## config.mk

```make
export PLATFORM = sky130hd
export DESIGN_NAME = fpu_dot_sequencer_flat
export DESIGN_NICKNAME = d
export VERILOG_FILES = /design/src/rtl/fpu_dot_sequencer_if.sv /design/src/rtl/fpu_dot_sequencer.sv /design/src/flat_wrapper.sv
export SDC_FILE = /design/constraint.sdc
export NUM_CORES = 1
export LEC_CHECK = 0
export ABC_CLOCK_PERIOD_IN_PS = 3130
export CAP_MARGIN = 15
export CORE_MARGIN = 5
export CORE_UTILIZATION = 44
export DETAILED_ROUTE_END_ITERATION = 8
export PLACE_DENSITY = 0.81
export SYNTH_ARGS = -nofsm -noshare
export SYNTH_HDL_FRONTEND = slang
export SYNTH_SLANG_ARGS = --single-unit
```

## constraint.sdc

```tcl
create_clock -name clk -period 3.13 [get_ports clk]
set_input_delay 0.626 -clock clk [delete_from_list [all_inputs] [get_ports clk]]
set_output_delay 0.626 -clock clk [all_outputs]
set_load 0.02 [all_outputs]
```

## src/rtl/fpu_dot_sequencer_if.sv

```systemverilog
// Handshake, operand-memory and FPU signals of the dot-product sequencer.
// The slave modport is the sequencer; the master modport is its environment.
interface fpu_dot_sequencer_if #(
    parameter int ADDR_W = 8,
    parameter int LEN_W  = 8
);
    logic              start;
    logic              abort;
    logic [ADDR_W-1:0] base_a;
    logic [ADDR_W-1:0] base_b;
    logic [LEN_W-1:0]  length;
    logic [31:0]       acc_init;
    logic              mem_rd_en;
    logic [ADDR_W-1:0] mem_a_addr;
    logic [ADDR_W-1:0] mem_b_addr;
    logic [31:0]       mem_a_data;
    logic [31:0]       mem_b_data;
    logic [2:0]        fpu_op;
    logic [31:0]       fpu_a;
    logic [31:0]       fpu_b;
    logic [31:0]       fpu_c;
    logic [31:0]       fpu_result;
    logic              fpu_valid;
    logic              busy;
    logic              done;
    logic [31:0]       dot_result;
    logic [LEN_W-1:0]  elem_count;

    modport master (
        output start, abort, base_a, base_b, length, acc_init,
               mem_a_data, mem_b_data, fpu_result, fpu_valid,
        input  mem_rd_en, mem_a_addr, mem_b_addr, fpu_op, fpu_a, fpu_b, fpu_c,
               busy, done, dot_result, elem_count
    );

    modport slave (
        input  start, abort, base_a, base_b, length, acc_init,
               mem_a_data, mem_b_data, fpu_result, fpu_valid,
        output mem_rd_en, mem_a_addr, mem_b_addr, fpu_op, fpu_a, fpu_b, fpu_c,
               busy, done, dot_result, elem_count
    );
endinterface

```

## src/rtl/fpu_dot_sequencer.sv

```systemverilog
// Dot-product sequencer: walks two operand memories, issues MAC ops to the shared
// one-cycle FPU and chains each FPU result into the accumulator of the next element.
module fpu_dot_sequencer #(
    parameter int ADDR_W = 8,
    parameter int LEN_W  = 8
) (
    input  logic               clk,
    input  logic               rst,
    fpu_dot_sequencer_if.slave bus
);
    localparam logic [2:0] OP_MAC = 3'b111;
    localparam logic [2:0] OP_NOP = 3'b000;

    typedef enum logic [2:0] {IDLE, FETCH, WAIT_MEM, ISSUE, WAIT_FPU, DONE} state_t;

    state_t            state_q, state_d;
    logic [ADDR_W-1:0] base_a_q, base_a_d;
    logic [ADDR_W-1:0] base_b_q, base_b_d;
    logic [LEN_W-1:0]  length_q, length_d;
    logic [LEN_W-1:0]  idx_q, idx_d;
    logic [LEN_W-1:0]  count_q, count_d;
    logic [31:0]       acc_q, acc_d;
    logic [31:0]       op_a_q, op_a_d;
    logic [31:0]       op_b_q, op_b_d;
    logic [31:0]       dot_q, dot_d;
    logic [LEN_W-1:0]  idx_inc;
    logic              abortable;

    assign idx_inc   = idx_q + LEN_W'(1);
    assign abortable = (state_q != IDLE) && (state_q != DONE);

    always_comb begin
        // NOTE: every next-state value defaults to its current value first, so no path can infer a latch.
        state_d  = state_q;
        base_a_d = base_a_q;
        base_b_d = base_b_q;
        length_d = length_q;
        idx_d    = idx_q;
        count_d  = count_q;
        acc_d    = acc_q;
        op_a_d   = op_a_q;
        op_b_d   = op_b_q;
        dot_d    = dot_q;

        if (bus.abort && abortable) begin
            state_d = IDLE;
        end else begin
            unique case (state_q)
                IDLE: begin
                    if (bus.start) begin
                        if (bus.length != '0) begin
                            base_a_d = bus.base_a;
                            base_b_d = bus.base_b;
                            length_d = bus.length;
                            acc_d    = bus.acc_init;
                            idx_d    = '0;
                            count_d  = '0;
                            state_d  = FETCH;
                        end else begin
                            dot_d   = bus.acc_init;
                            state_d = DONE;
                        end
                    end
                end
                FETCH:    state_d = WAIT_MEM;
                WAIT_MEM: begin
                    op_a_d  = bus.mem_a_data;
                    op_b_d  = bus.mem_b_data;
                    state_d = ISSUE;
                end
                ISSUE:    state_d = WAIT_FPU;
                // Without fpu_valid the MAC is still in flight; operands stay on the bus.
                WAIT_FPU: begin
                    if (bus.fpu_valid) begin
                        acc_d   = bus.fpu_result;
                        idx_d   = idx_inc;
                        count_d = idx_inc;
                        if (idx_inc == length_q) begin
                            dot_d   = bus.fpu_result;
                            state_d = DONE;
                        end else begin
                            state_d = FETCH;
                        end
                    end
                end
                DONE:     state_d = IDLE;
                default:  state_d = IDLE;
            endcase
        end
    end

    // NOTE: registers take non-blocking assignments so every one updates from the same pre-edge values.
    always_ff @(posedge clk) begin
        if (rst) begin
            state_q  <= IDLE;
            base_a_q <= '0;
            base_b_q <= '0;
            length_q <= '0;
            idx_q    <= '0;
            count_q  <= '0;
            acc_q    <= '0;
            op_a_q   <= '0;
            op_b_q   <= '0;
            dot_q    <= '0;
        end else begin
            state_q  <= state_d;
            base_a_q <= base_a_d;
            base_b_q <= base_b_d;
            length_q <= length_d;
            idx_q    <= idx_d;
            count_q  <= count_d;
            acc_q    <= acc_d;
            op_a_q   <= op_a_d;
            op_b_q   <= op_b_d;
            dot_q    <= dot_d;
        end
    end

    assign bus.mem_rd_en  = (state_q == FETCH);
    assign bus.mem_a_addr = base_a_q + ADDR_W'(idx_q);
    assign bus.mem_b_addr = base_b_q + ADDR_W'(idx_q);
    assign bus.fpu_op     = (state_q == ISSUE || state_q == WAIT_FPU) ? OP_MAC : OP_NOP;
    assign bus.fpu_a      = op_a_q;
    assign bus.fpu_b      = op_b_q;
    assign bus.fpu_c      = acc_q;
    assign bus.busy       = (state_q != IDLE);
    assign bus.done       = (state_q == DONE);
    assign bus.dot_result = dot_q;
    assign bus.elem_count = count_q;
endmodule

```

## src/flat_wrapper.sv

```systemverilog
// flat-port wrapper written by rule: the top's interface ports become plain ports
module fpu_dot_sequencer_flat 
#(
    parameter int ADDR_W = 8,
    parameter int LEN_W  = 8
)
  (clk, rst, bus_start, bus_abort, bus_base_a, bus_base_b, bus_length, bus_acc_init, bus_mem_a_data, bus_mem_b_data, bus_fpu_result, bus_fpu_valid, bus_mem_rd_en, bus_mem_a_addr, bus_mem_b_addr, bus_fpu_op, bus_fpu_a, bus_fpu_b, bus_fpu_c, bus_busy, bus_done, bus_dot_result, bus_elem_count);
  fpu_dot_sequencer_if #(.ADDR_W(ADDR_W), .LEN_W(LEN_W)) bus_i ();
  input  logic clk;
  input  logic rst;
  input wire logic [$bits(bus_i.start)-1:0] bus_start;
  input wire logic [$bits(bus_i.abort)-1:0] bus_abort;
  input wire logic [$bits(bus_i.base_a)-1:0] bus_base_a;
  input wire logic [$bits(bus_i.base_b)-1:0] bus_base_b;
  input wire logic [$bits(bus_i.length)-1:0] bus_length;
  input wire logic [$bits(bus_i.acc_init)-1:0] bus_acc_init;
  input wire logic [$bits(bus_i.mem_a_data)-1:0] bus_mem_a_data;
  input wire logic [$bits(bus_i.mem_b_data)-1:0] bus_mem_b_data;
  input wire logic [$bits(bus_i.fpu_result)-1:0] bus_fpu_result;
  input wire logic [$bits(bus_i.fpu_valid)-1:0] bus_fpu_valid;
  output wire logic [$bits(bus_i.mem_rd_en)-1:0] bus_mem_rd_en;
  output wire logic [$bits(bus_i.mem_a_addr)-1:0] bus_mem_a_addr;
  output wire logic [$bits(bus_i.mem_b_addr)-1:0] bus_mem_b_addr;
  output wire logic [$bits(bus_i.fpu_op)-1:0] bus_fpu_op;
  output wire logic [$bits(bus_i.fpu_a)-1:0] bus_fpu_a;
  output wire logic [$bits(bus_i.fpu_b)-1:0] bus_fpu_b;
  output wire logic [$bits(bus_i.fpu_c)-1:0] bus_fpu_c;
  output wire logic [$bits(bus_i.busy)-1:0] bus_busy;
  output wire logic [$bits(bus_i.done)-1:0] bus_done;
  output wire logic [$bits(bus_i.dot_result)-1:0] bus_dot_result;
  output wire logic [$bits(bus_i.elem_count)-1:0] bus_elem_count;
  assign bus_i.start = bus_start;
  assign bus_i.abort = bus_abort;
  assign bus_i.base_a = bus_base_a;
  assign bus_i.base_b = bus_base_b;
  assign bus_i.length = bus_length;
  assign bus_i.acc_init = bus_acc_init;
  assign bus_i.mem_a_data = bus_mem_a_data;
  assign bus_i.mem_b_data = bus_mem_b_data;
  assign bus_i.fpu_result = bus_fpu_result;
  assign bus_i.fpu_valid = bus_fpu_valid;
  assign bus_mem_rd_en = bus_i.mem_rd_en;
  assign bus_mem_a_addr = bus_i.mem_a_addr;
  assign bus_mem_b_addr = bus_i.mem_b_addr;
  assign bus_fpu_op = bus_i.fpu_op;
  assign bus_fpu_a = bus_i.fpu_a;
  assign bus_fpu_b = bus_i.fpu_b;
  assign bus_fpu_c = bus_i.fpu_c;
  assign bus_busy = bus_i.busy;
  assign bus_done = bus_i.done;
  assign bus_dot_result = bus_i.dot_result;
  assign bus_elem_count = bus_i.elem_count;
  fpu_dot_sequencer #(.ADDR_W(ADDR_W), .LEN_W(LEN_W)) u_core (.clk(clk), .rst(rst), .bus(bus_i));
endmodule
```

==> impl_metrics.tcl, run 1 <==
set metrics [dict create \
    syn_to_final_growth_pct 51.5 \
    yosys.cell_count.top_type "nand2_1" \
    core.rowCount 48 \
    grt_pass1_wl_um 42500 \
    startpoint_type "flop" \
    hpwl_um 19800 \
    seq_area_frac_synth_pct 41.6 \
    overflow 0 \
    syn_avg_cell_area_um2 8.34 \
    yosys.area.top_type "dfxtp_1" \
    power.density_nw_per_um2 423 \
    crit_arrival_ns 2.35 \
    cts_made_buffers 17 \
    crit_required_ns 2.50 \
    ys_top_cells_by_count "221 x nand2_1, 163 x dfxtp_1, 102 x a21oi_1" \
    synth-seq-cells 163 \
    setup_slack_ns 0.155 \
    synth_cell_types 59 \
    ioPinCount 315 \
    clock-sinks 163 \
    synth_area_um2 7840 \
    synth_edf_count 0 \
    dp_cells 1438 \
    dieArea_um2 20600 \
    clk_pin_slew_ns 0.07 \
    relSlewSlack_pct 21.7 \
    drt_iter0_markers 585 \
    drt-pass1-iter-count 5 \
    cap_violations 0 \
    yosys-top-cells-area "dfxtp_1 42%, nand2_1 11%, a21oi_1 6.5%, mux2_2 4.7%, mux2i_1 4.1%" \
    grt_antenna_before_repair 2 \
    crit_type "flop to primary output" \
    ys_warn_count 0 \
    instances_no_fill 1471 \
    clk_path_buf_depth 2 \
    async_reset_ff_share_pct 0 \
    fp.coreArea_um2 17400 \
    yosys_most_used_dff "dfxtp_1" \
    critical_path.endpoint_type "primary output" \
    hold_viol 0 \
    fin_skew_ns 0.00920 \
    die_x_um 143 \
    finalCriticalPeriod_ns 2.98 \
    htree_levels 4 \
    crit_fanout 5 \
    maxSlewViolCount 0 \
    vias 8066 \
    clockRootBuffer "clkbuf_16" \
    grt_pass1_vias 7771 \
    viasPerCell 5.48 \
    p_total_mw 5.03 \
    num-nets-final 1406 \
    grt.total_usage_pct 25.9 \
    drt-total-wl_um 27800 \
    setup_viol 0 \
    p_leak_nw 4.53 \
    rsz0062_at_grt "no" \
    max_clock_freq_ghz 0.336 \
    start_util_pct 45.1 \
    synth_top_area_share_pct 41.6 \
    grt_max_degree 69 \
    hold_class "flop to flop" \
    fp.dieH_um 143 \
    ir_worst_vdd_mv 0.354 \
    finalSetupTns_ns 0 \
    fin_crit_sh_pct 95.0 \
    drc_errors 0 \
    netlist_instances 940 \
    cts_tree "built" \
    outcome "completed" \
    clkLatencyLatePin_ns 0.42 \
    ant_nets 0 \
    finalWeightedCongestion 0.865 \
    r2r_slack_ns 0.32 \
    wl_per_cell_um 18.9 \
    worstMarginPinSlew_ns 1.17 \
    hold_buffers 0 \
    drive_above_1_share_pct 11.2 \
    postCtsSetupBuffers 0 \
    dp_worst_setup_slack_ns 0.00691 \
    syn_nets 1114 \
    port_buffers 314 \
]
==> final timing paths <==
check                                          from                         to  depth (start not counted)
worst max-delay path                u_core.idx_q[1]          bus_mem_b_addr[7]                          9
worst min-delay path            u_core.bus.fpu_a[8]        u_core.bus.fpu_a[8]                          2
worst max register to register      u_core.idx_q[3]  u_core.bus.dot_result[30]                          8
worst min register to register  u_core.bus.fpu_a[8]        u_core.bus.fpu_a[8]                          2
==> routing by layer <==
layer / GRT usage [%] / wire length [um] / vias up
met1: 30.3 / 10500 / 3772
met2: 44.5 / 13900 / 362
met3: 8.35 / 2490 / 66
met4: 9.71 / 845 / 4
met5: 0 / 26 / -
li1: - / - / 3862
==> metrics by stage <==
stage	area, um^2	hold slack, ns	util [%]
2_1_floorplan	7840	0.440	-
3_3_place_gp	11300	0.441	65.1
3_5_place_dp	11300	0.446	65.1
4_1_cts	11900	0.455	68.3
5_1_grt	11900	0.473	68.4
6_report	11900	0.453	68.4
==> power by group <==
| group | leakage, nW | switching (mW) | internal, mW |
|---|---|---|---|
| registers | 1.32 | 0.0455 | 2.14 |
| clock network | 0.283 | 0.912 | 1.12 |
| logic | 2.92 | 0.387 | 0.418 |
| total | 4.53 | 1.35 | 3.68 |
==> what timing repair did <==
action	4_1_cts	5_1_grt
gates resized for setup	21	12
pin swaps	1	4
endpoints found under the setup margin	8	6
==> kinds of logic (layout without fill, tap and decap cells) <==
group | count (synthesis) | after routing | synth area share (%)
AOI/OAI and AO/OA | 230 | 230 | 19.2
DFF | 163 | 163 | 41.6
xor gates and xnor gates | 23 | 23 | 2.57
buffers and inverters | 88 | 393 | 4.97
muxes | 65 | 65 | 8.83
and+or+nand+nor | 354 | 354 | 19.9
other | 0 | 1 | 0
adders and majority gates | 17 | 17 | 2.91
==> state kept, by name, summed over array words and instances (netlist names) <==
register / count
u_core.state_q: 3
u_core.bus.fpu_c: 32
u_core.bus.dot_result: 32
u_core.bus.fpu_b: 32
u_core.length_q: 8
u_core.base_a_q: 8
u_core.base_b_q: 8
u_core.bus.fpu_a: 32
u_core.idx_q: 8
==> worst max-delay path, stage by stage, from the launching register on <==
cell and delay, ns:
dfxtp_2 0.35, ha_1 0.30, a21o_1 0.19, a21oi_2 0.14, nand2b_1 0.11, a21boi_1 0.09, o41ai_2 0.30, buf_4 0.17
xnor2_1 0.11, buf_4 0.17
==> area by class of cell <==
| cell class | count | area [um^2] |
|---|---|---|
| Sequential cell | 163 | 3270 |
| Inverter | 12 | 45.0 |
| Clock buffer | 21 | 480 |
| Clock inverter | 11 | 93.8 |
| Multi-Input combinational cell | 689 | 4230 |
| Tap cell | 225 | 282 |
| Fill cell | 1400 | 5490 |
| Timing Repair Buffer | 349 | 3470 |
| Antenna cell | 1 | 2.50 |
==> cells in the final DEF (no fill, tap or decap), types with 7 or more instances in the layout <==
cell             instances
o21ai_0                 39
dfxtp_1                160
a21oi_1                100
clkbuf_16               17
nand2_1                220
xor2_1                   8
mux2i_1                 32
inv_1                   10
a221o_2                 10
buf_12                   7
nor3_1                   8
ha_1                    15
mux2_2                  33
a221o_1                 23
clkdlybuf4s50_1        305
nor2_1                  51
a22oi_1                 30
xnor2_1                 15
and3_1                  31
buf_4                   31
(Power assumes the default switching activity.)
==> run 2: changes to the inputs <==
--- a/config.mk
+++ b/config.mk
@@ -7,7 +7,7 @@
 export LEC_CHECK = 0
 export ABC_CLOCK_PERIOD_IN_PS = 3130
 export CAP_MARGIN = 15
-export CORE_MARGIN = 5
+export CORE_MARGIN = 2
 export CORE_UTILIZATION = 44
 export DETAILED_ROUTE_END_ITERATION = 8
 export PLACE_DENSITY = 0.81
==> impl_metrics.tcl, run 2 (synthesis results as in run 1) <==
set metrics [dict create \
    outcome "completed" \
    critical_path.endpoint_type "primary output" \
    power.density_nw_per_um2 433 \
    slowest_stage "fa_1" \
    power_frac_clock_pct 41.9 \
    num-nets-final 1403 \
    p_total_mw 5.16 \
    fin_skew_ns 0.0168 \
    fill_cells 1367 \
    drt-total-wl_um 26600 \
    rsz0062_at_grt "no" \
    r2r_slack_ns 0.32 \
    worstMarginPinSlew_ns 1.08 \
    fin_crit_sh_pct 95.2 \
    min_from "u_core.bus.fpu_b[4]" \
    crit_fanout 4 \
    hpwl_um 18700 \
    fp.coreArea_um2 17400 \
    cts_made_buffers 17 \
    ir_worst_vdd_mv 0.365 \
    combPwrFrac_pct 15.7 \
    final_cell_mix "305 x clkdlybuf4s50_1, 220 x nand2_1, 160 x dfxtp_1" \
    clockRootBuffer "clkbuf_16" \
    setup_viol 0 \
    whs_endpoint "u_core.bus.fpu_b[4]" \
    hold_viol 0 \
    wl_per_cell_um 18.1 \
    r2r_start "u_core.idx_q[2]" \
    start_util_pct 45.1 \
    drive_above_1_share_pct 11.0 \
    timing.rr.end "u_core.bus.dot_result[4]" \
    finalSetupTns_ns 0 \
    fp.dieH_um 137 \
    clock-sinks 163 \
    vias 7979 \
    clk_path_buf_depth 2 \
    grt_max_degree 78 \
    drt-pass1-iter-count 6 \
    instances_no_fill 1468 \
    clk_pin_slew_ns 0.07 \
    drt_iter0_markers 571 \
    hold_class "flop to flop" \
    crit_type "flop to primary output" \
    ant_nets 0 \
    cts_tree "built" \
    dp_cells 1435 \
    fin_hold_ws_ns 0.455 \
    grt.total_usage_pct 27.7 \
    regArea_um2 3270 \
    cap_violations 0 \
    crit_required_ns 2.50 \
    cpPeakStageDelay_ns 0.43 \
    layout_commonest_cell "clkdlybuf4s50_1" \
    htree_levels 4 \
    whs_path_depth 2 \
    syn_to_final_growth_pct 51.9 \
    multiInputGateArea_um2 4230 \
    crit_path_cell_trace "ha_1, inv_1, fa_1, nor2b_1, o21ai_1, a21boi_1, o21a_1, nor2_1, xnor2_1, buf_4" \
    grt_pass1_wl_um 40900 \
    p_leak_nw 4.53 \
    port_buffers 314 \
    r2r_cells 8 \
    p_switching_mw 1.44 \
    finalWeightedCongestion 0.879 \
    max_clock_freq_ghz 0.336 \
    die_x_um 137 \
    drc_errors 0 \
    startpoint_type "flop" \
    crit_arrival_ns 2.35 \
    power_frac_seq_pct 42.4 \
    power.internal_mw 3.72 \
    relSlewSlack_pct 27.8 \
    maxSlewViolCount 0 \
    clkLatencyLatePin_ns 0.43 \
    overflow 0 \
    finalCriticalPeriod_ns 2.98 \
    grt_pass1_vias 7787 \
    viasPerCell 5.44 \
    dieArea_um2 18900 \
    core.rowCount 48 \
    grt_antenna_before_repair 0 \
    ioPinCount 315 \
    p_sw_share_pct 27.9 \
]
==> run 2: power by group through the flow <==
stage / clock (mW) / combinational, mW / sequential (mW)
2_1_floorplan: 0 / 0.314 / 2.28
3_3_place_gp: 0 / 0.803 / 2.23
3_5_place_dp: 0 / 0.810 / 2.23
4_1_cts: 2.19 / 0.810 / 2.19
5_1_grt: 2.26 / 0.868 / 2.19
6_report: 2.16 / 0.812 / 2.19
==> run 2: worst max-delay path by stage <==
| stage | from | end | depth (start not counted) |
|---|---|---|---|
| after floorplan | u_core.idx_q[0] | bus_mem_a_addr[6] | 9 |
| after global placement | bus_length[7] | u_core.bus.dot_result[5] | 8 |
| after detailed placement | bus_length[7] | u_core.bus.dot_result[5] | 8 |
| after CTS | u_core.idx_q[1] | bus_mem_a_addr[7] | 8 |
| after global routing | u_core.idx_q[0] | bus_mem_b_addr[6] | 10 |
| final | u_core.idx_q[0] | bus_mem_b_addr[6] | 10 |
==> run 2: repair_timing <==
item                       4_1_cts  5_1_grt
resized for setup               23       12
hold buffers                     0        0
setup endpoints to repair        8        5
buffers inserted                 0        0
pin swaps                        0        4
==> run 2: metal layers <==
layer / track usage [%] / vias to the layer above / share of wire [%]
met5: 0 / - / 0
met4: 10.8 / 0 / 2.9
met3: 7.80 / 43 / 7.4
met2: 46.8 / 302 / 50
met1: 33.4 / 3774 / 40
li1: - / 3860 / -
==> run 2: cell type report <==
cell class | instances | share of cell area (%)
well taps | 225 | 2.36
multi-input cells | 689 | 35.5
diodes | 1 | 0.0210
inverters | 12 | 0.378
flip-flops and latches | 163 | 27.5
clock inverters | 15 | 1.59
clock buffers | 17 | 3.57
repair buffers | 346 | 29.1
==> run 2: critical path: cells and delay by family (launching register included) <==
kind,cells,cell delay [ns]
buffers and inverters,2,0.22
XOR/XNOR,1,0.13
adder cells (fa/ha/maj),2,0.60
AND/OR/NAND/NOR,2,0.18
flip-flops,1,0.37
AO/OA/AOI/OAI,3,0.44
==> run 2: through the flow <==
stage,cell area (um^2),util (%),setup slack [ns]
after floorplan,7840,-,0.304
after global placement,11300,65.0,0.00120
final,11900,68.6,0.150
after global routing,11900,68.6,0.000911
after detailed placement,11300,65.0,-0.0567
after CTS,11900,68.5,0.0156
==> run 3: changes to the inputs <==
--- a/config.mk
+++ b/config.mk
@@ -5,12 +5,13 @@
 export SDC_FILE = /design/constraint.sdc
 export NUM_CORES = 1
 export LEC_CHECK = 0
-export ABC_CLOCK_PERIOD_IN_PS = 3130
+export ABC_CLOCK_PERIOD_IN_PS = 3360
 export CAP_MARGIN = 15
-export CORE_MARGIN = 2
+export CORE_MARGIN = 10
 export CORE_UTILIZATION = 44
 export DETAILED_ROUTE_END_ITERATION = 8
 export PLACE_DENSITY = 0.81
+export SLEW_MARGIN = 40
 export SYNTH_ARGS = -nofsm -noshare
 export SYNTH_HDL_FRONTEND = slang
 export SYNTH_SLANG_ARGS = --single-unit
==> constraint.sdc (replaced) <==
create_clock -name clk -period 3.36 [get_ports clk]
set_input_delay 0.672 -clock clk [delete_from_list [all_inputs] [get_ports clk]]
set_output_delay 0.672 -clock clk [all_outputs]
set_load 0.02 [all_outputs]
==> impl_metrics.tcl, run 3 (synthesis results as in run 1) <==
set metrics [dict create \
    outcome "completed" \
    clk_pin_slew_ns 0.07 \
    drc_errors 0 \
    layout_commonest_cell "clkdlybuf4s50_1" \
    syn_to_final_growth_pct 49.3 \
    crit_path_cell_trace "ha_1, a21o_1, a21oi_1, nand2b_1, a21boi_0, o41ai_1, xnor2_1, dlygate4sd2_1" \
    r2r_slack_ns 0.46 \
    grt.busiest_layer "met2" \
    clock-sinks 163 \
    fp.dieH_um 153 \
    r2r_start "u_core.idx_q[2]" \
    ioPinCount 315 \
    hold_viol 0 \
    fin_crit_sh_pct 95.3 \
    met1_usage_pct 27.3 \
    wl_per_cell_um 19.9 \
    p_leak_nw 4.45 \
    drive_above_1_share_pct 9.51 \
    critical-path-top-delay-family "compound AO/OA/AOI/OAI gates" \
    clockRootBuffer "clkbuf_16" \
    htree_levels 4 \
    maxSlewViolCount 0 \
    grt.total_usage_pct 23.5 \
    fin_skew_ns 0.0103 \
    crit_type "flop to primary output" \
    drt_iter0_markers 525 \
    core.rowCount 48 \
    viasPerCell 5.42 \
    final_cell_mix "305 x clkdlybuf4s50_1, 220 x nand2_1, 162 x dfxtp_1" \
    power.density_nw_per_um2 392 \
    fin_hold_ws_ns 0.452 \
    start_util_pct 45.1 \
    timing.rr.end "u_core.bus.dot_result[22]" \
    die_x_um 153 \
    path_depth 8 \
    crit_fanout 5 \
    clkLatencyLatePin_ns 0.42 \
    dieArea_um2 23500 \
    use_met2_pct 39.7 \
    ant_nets 0 \
    critical_path.endpoint_type "primary output" \
    drt-total-wl_um 28900 \
    clk_path_buf_depth 2 \
    grt_util_met3_pct 6.68 \
    postCtsSetupBuffers 0 \
    r2r_cells 8 \
    max_clock_freq_ghz 0.312 \
    cap_violations 0 \
    crit_required_ns 2.69 \
    finalSetupTns_ns 0 \
    cts_made_buffers 17 \
    vias 7881 \
    drt-pass1-iter-count 5 \
    cpPeakStageDelay_ns 0.40 \
    min_from "u_core.bus.fpu_b[12]" \
    fp.coreArea_um2 17400 \
    ir_worst_vdd_mv 0.361 \
    finalCriticalPeriod_ns 3.20 \
    rsz0062_at_grt "no" \
    hold_class "flop to flop" \
    n_antenna_cell 0 \
    worstMarginPinSlew_ns 0.672 \
    startpoint_type "flop" \
    grt_max_degree 78 \
    finalWeightedCongestion 0.876 \
    crit_arrival_ns 2.53 \
    grt_antenna_before_repair 0 \
    relSlewSlack_pct 55.2 \
    grt_pass1_vias 7798 \
    setup_viol 0 \
    overflow 0 \
    whs_endpoint "u_core.bus.fpu_b[12]" \
    hpwl_um 21300 \
    crit_buf_inv 1 \
    num-nets-final 1392 \
    port_buffers 314 \
    cts_tree "built" \
    whs_path_depth 2 \
    slowest_stage "dfxtp_1" \
    grt_pass1_wl_um 44900 \
]
## run 3: timing repair
item / CTS / global route
gates resized for setup: 7 / 10
pin swaps: 0 / 1
gates cloned: 0 / 0
hold buffers: 0 / 0
endpoints found under the setup margin: 5 / 7
## run 3: layer usage
| metal | vias up | wire (um) |
|---|---|---|
| li1 | 3819 | - |
| met4 | 0 | 904 |
| met5 | - | 0 |
| met1 | 3725 | 11300 |
| met3 | 51 | 2070 |
| met2 | 286 | 14700 |
## run 3: power by group
group / switching [mW] / internal [mW]
Sequential: 0.0419 / 2.00
Combinational: 0.357 / 0.380
Clock: 0.828 / 0.987
## run 3: worst max path at each step
stage | from | end | slack [ns]
4_1_cts | u_core.idx_q[0] | bus_mem_b_addr[4] | 0.02
6_report | u_core.idx_q[1] | bus_mem_a_addr[7] | 0.16
5_1_grt | u_core.idx_q[1] | bus_mem_a_addr[7] | 0.01
2_1_floorplan | u_core.idx_q[0] | bus_mem_a_addr[6] | 0.49
3_5_place_dp | u_core.idx_q[0] | bus_mem_a_addr[6] | 0.16
3_3_place_gp | bus_length[7] | u_core.bus.dot_result[21] | 0.23
## run 3: tightest hold or removal path: cells and delay by family, from the launching register on
| family | cells | cell delay [ns] |
|---|---|---|
| simple gates | 1 | 0.05 |
| compound gates | 1 | 0.05 |
| flops | 1 | 0.31 |
## run 3: layout make-up
class	count	area, um^2
repair buffers	335	3360
fillers	1403	5650
clock buffers	21	460
inverters	12	45.0
flip-flops and latches	163	3260
clock inverters	10	77.6
multi-input cells	689	4220
well taps	225	282
## run 3: stage by stage
step           power, mW  setup slack (ns)  cells  util, %  cell area [um^2]
4_1_cts             4.61            0.0235   1455     67.4             11700
2_1_floorplan       2.42             0.488    940        -              7840
3_5_place_dp        2.82             0.161   1424     64.3             11200
3_3_place_gp        2.81             0.229   1424     64.3             11200
5_1_grt             4.75            0.0140   1455     67.4             11700
6_report            4.59             0.158   1455     67.4             11700
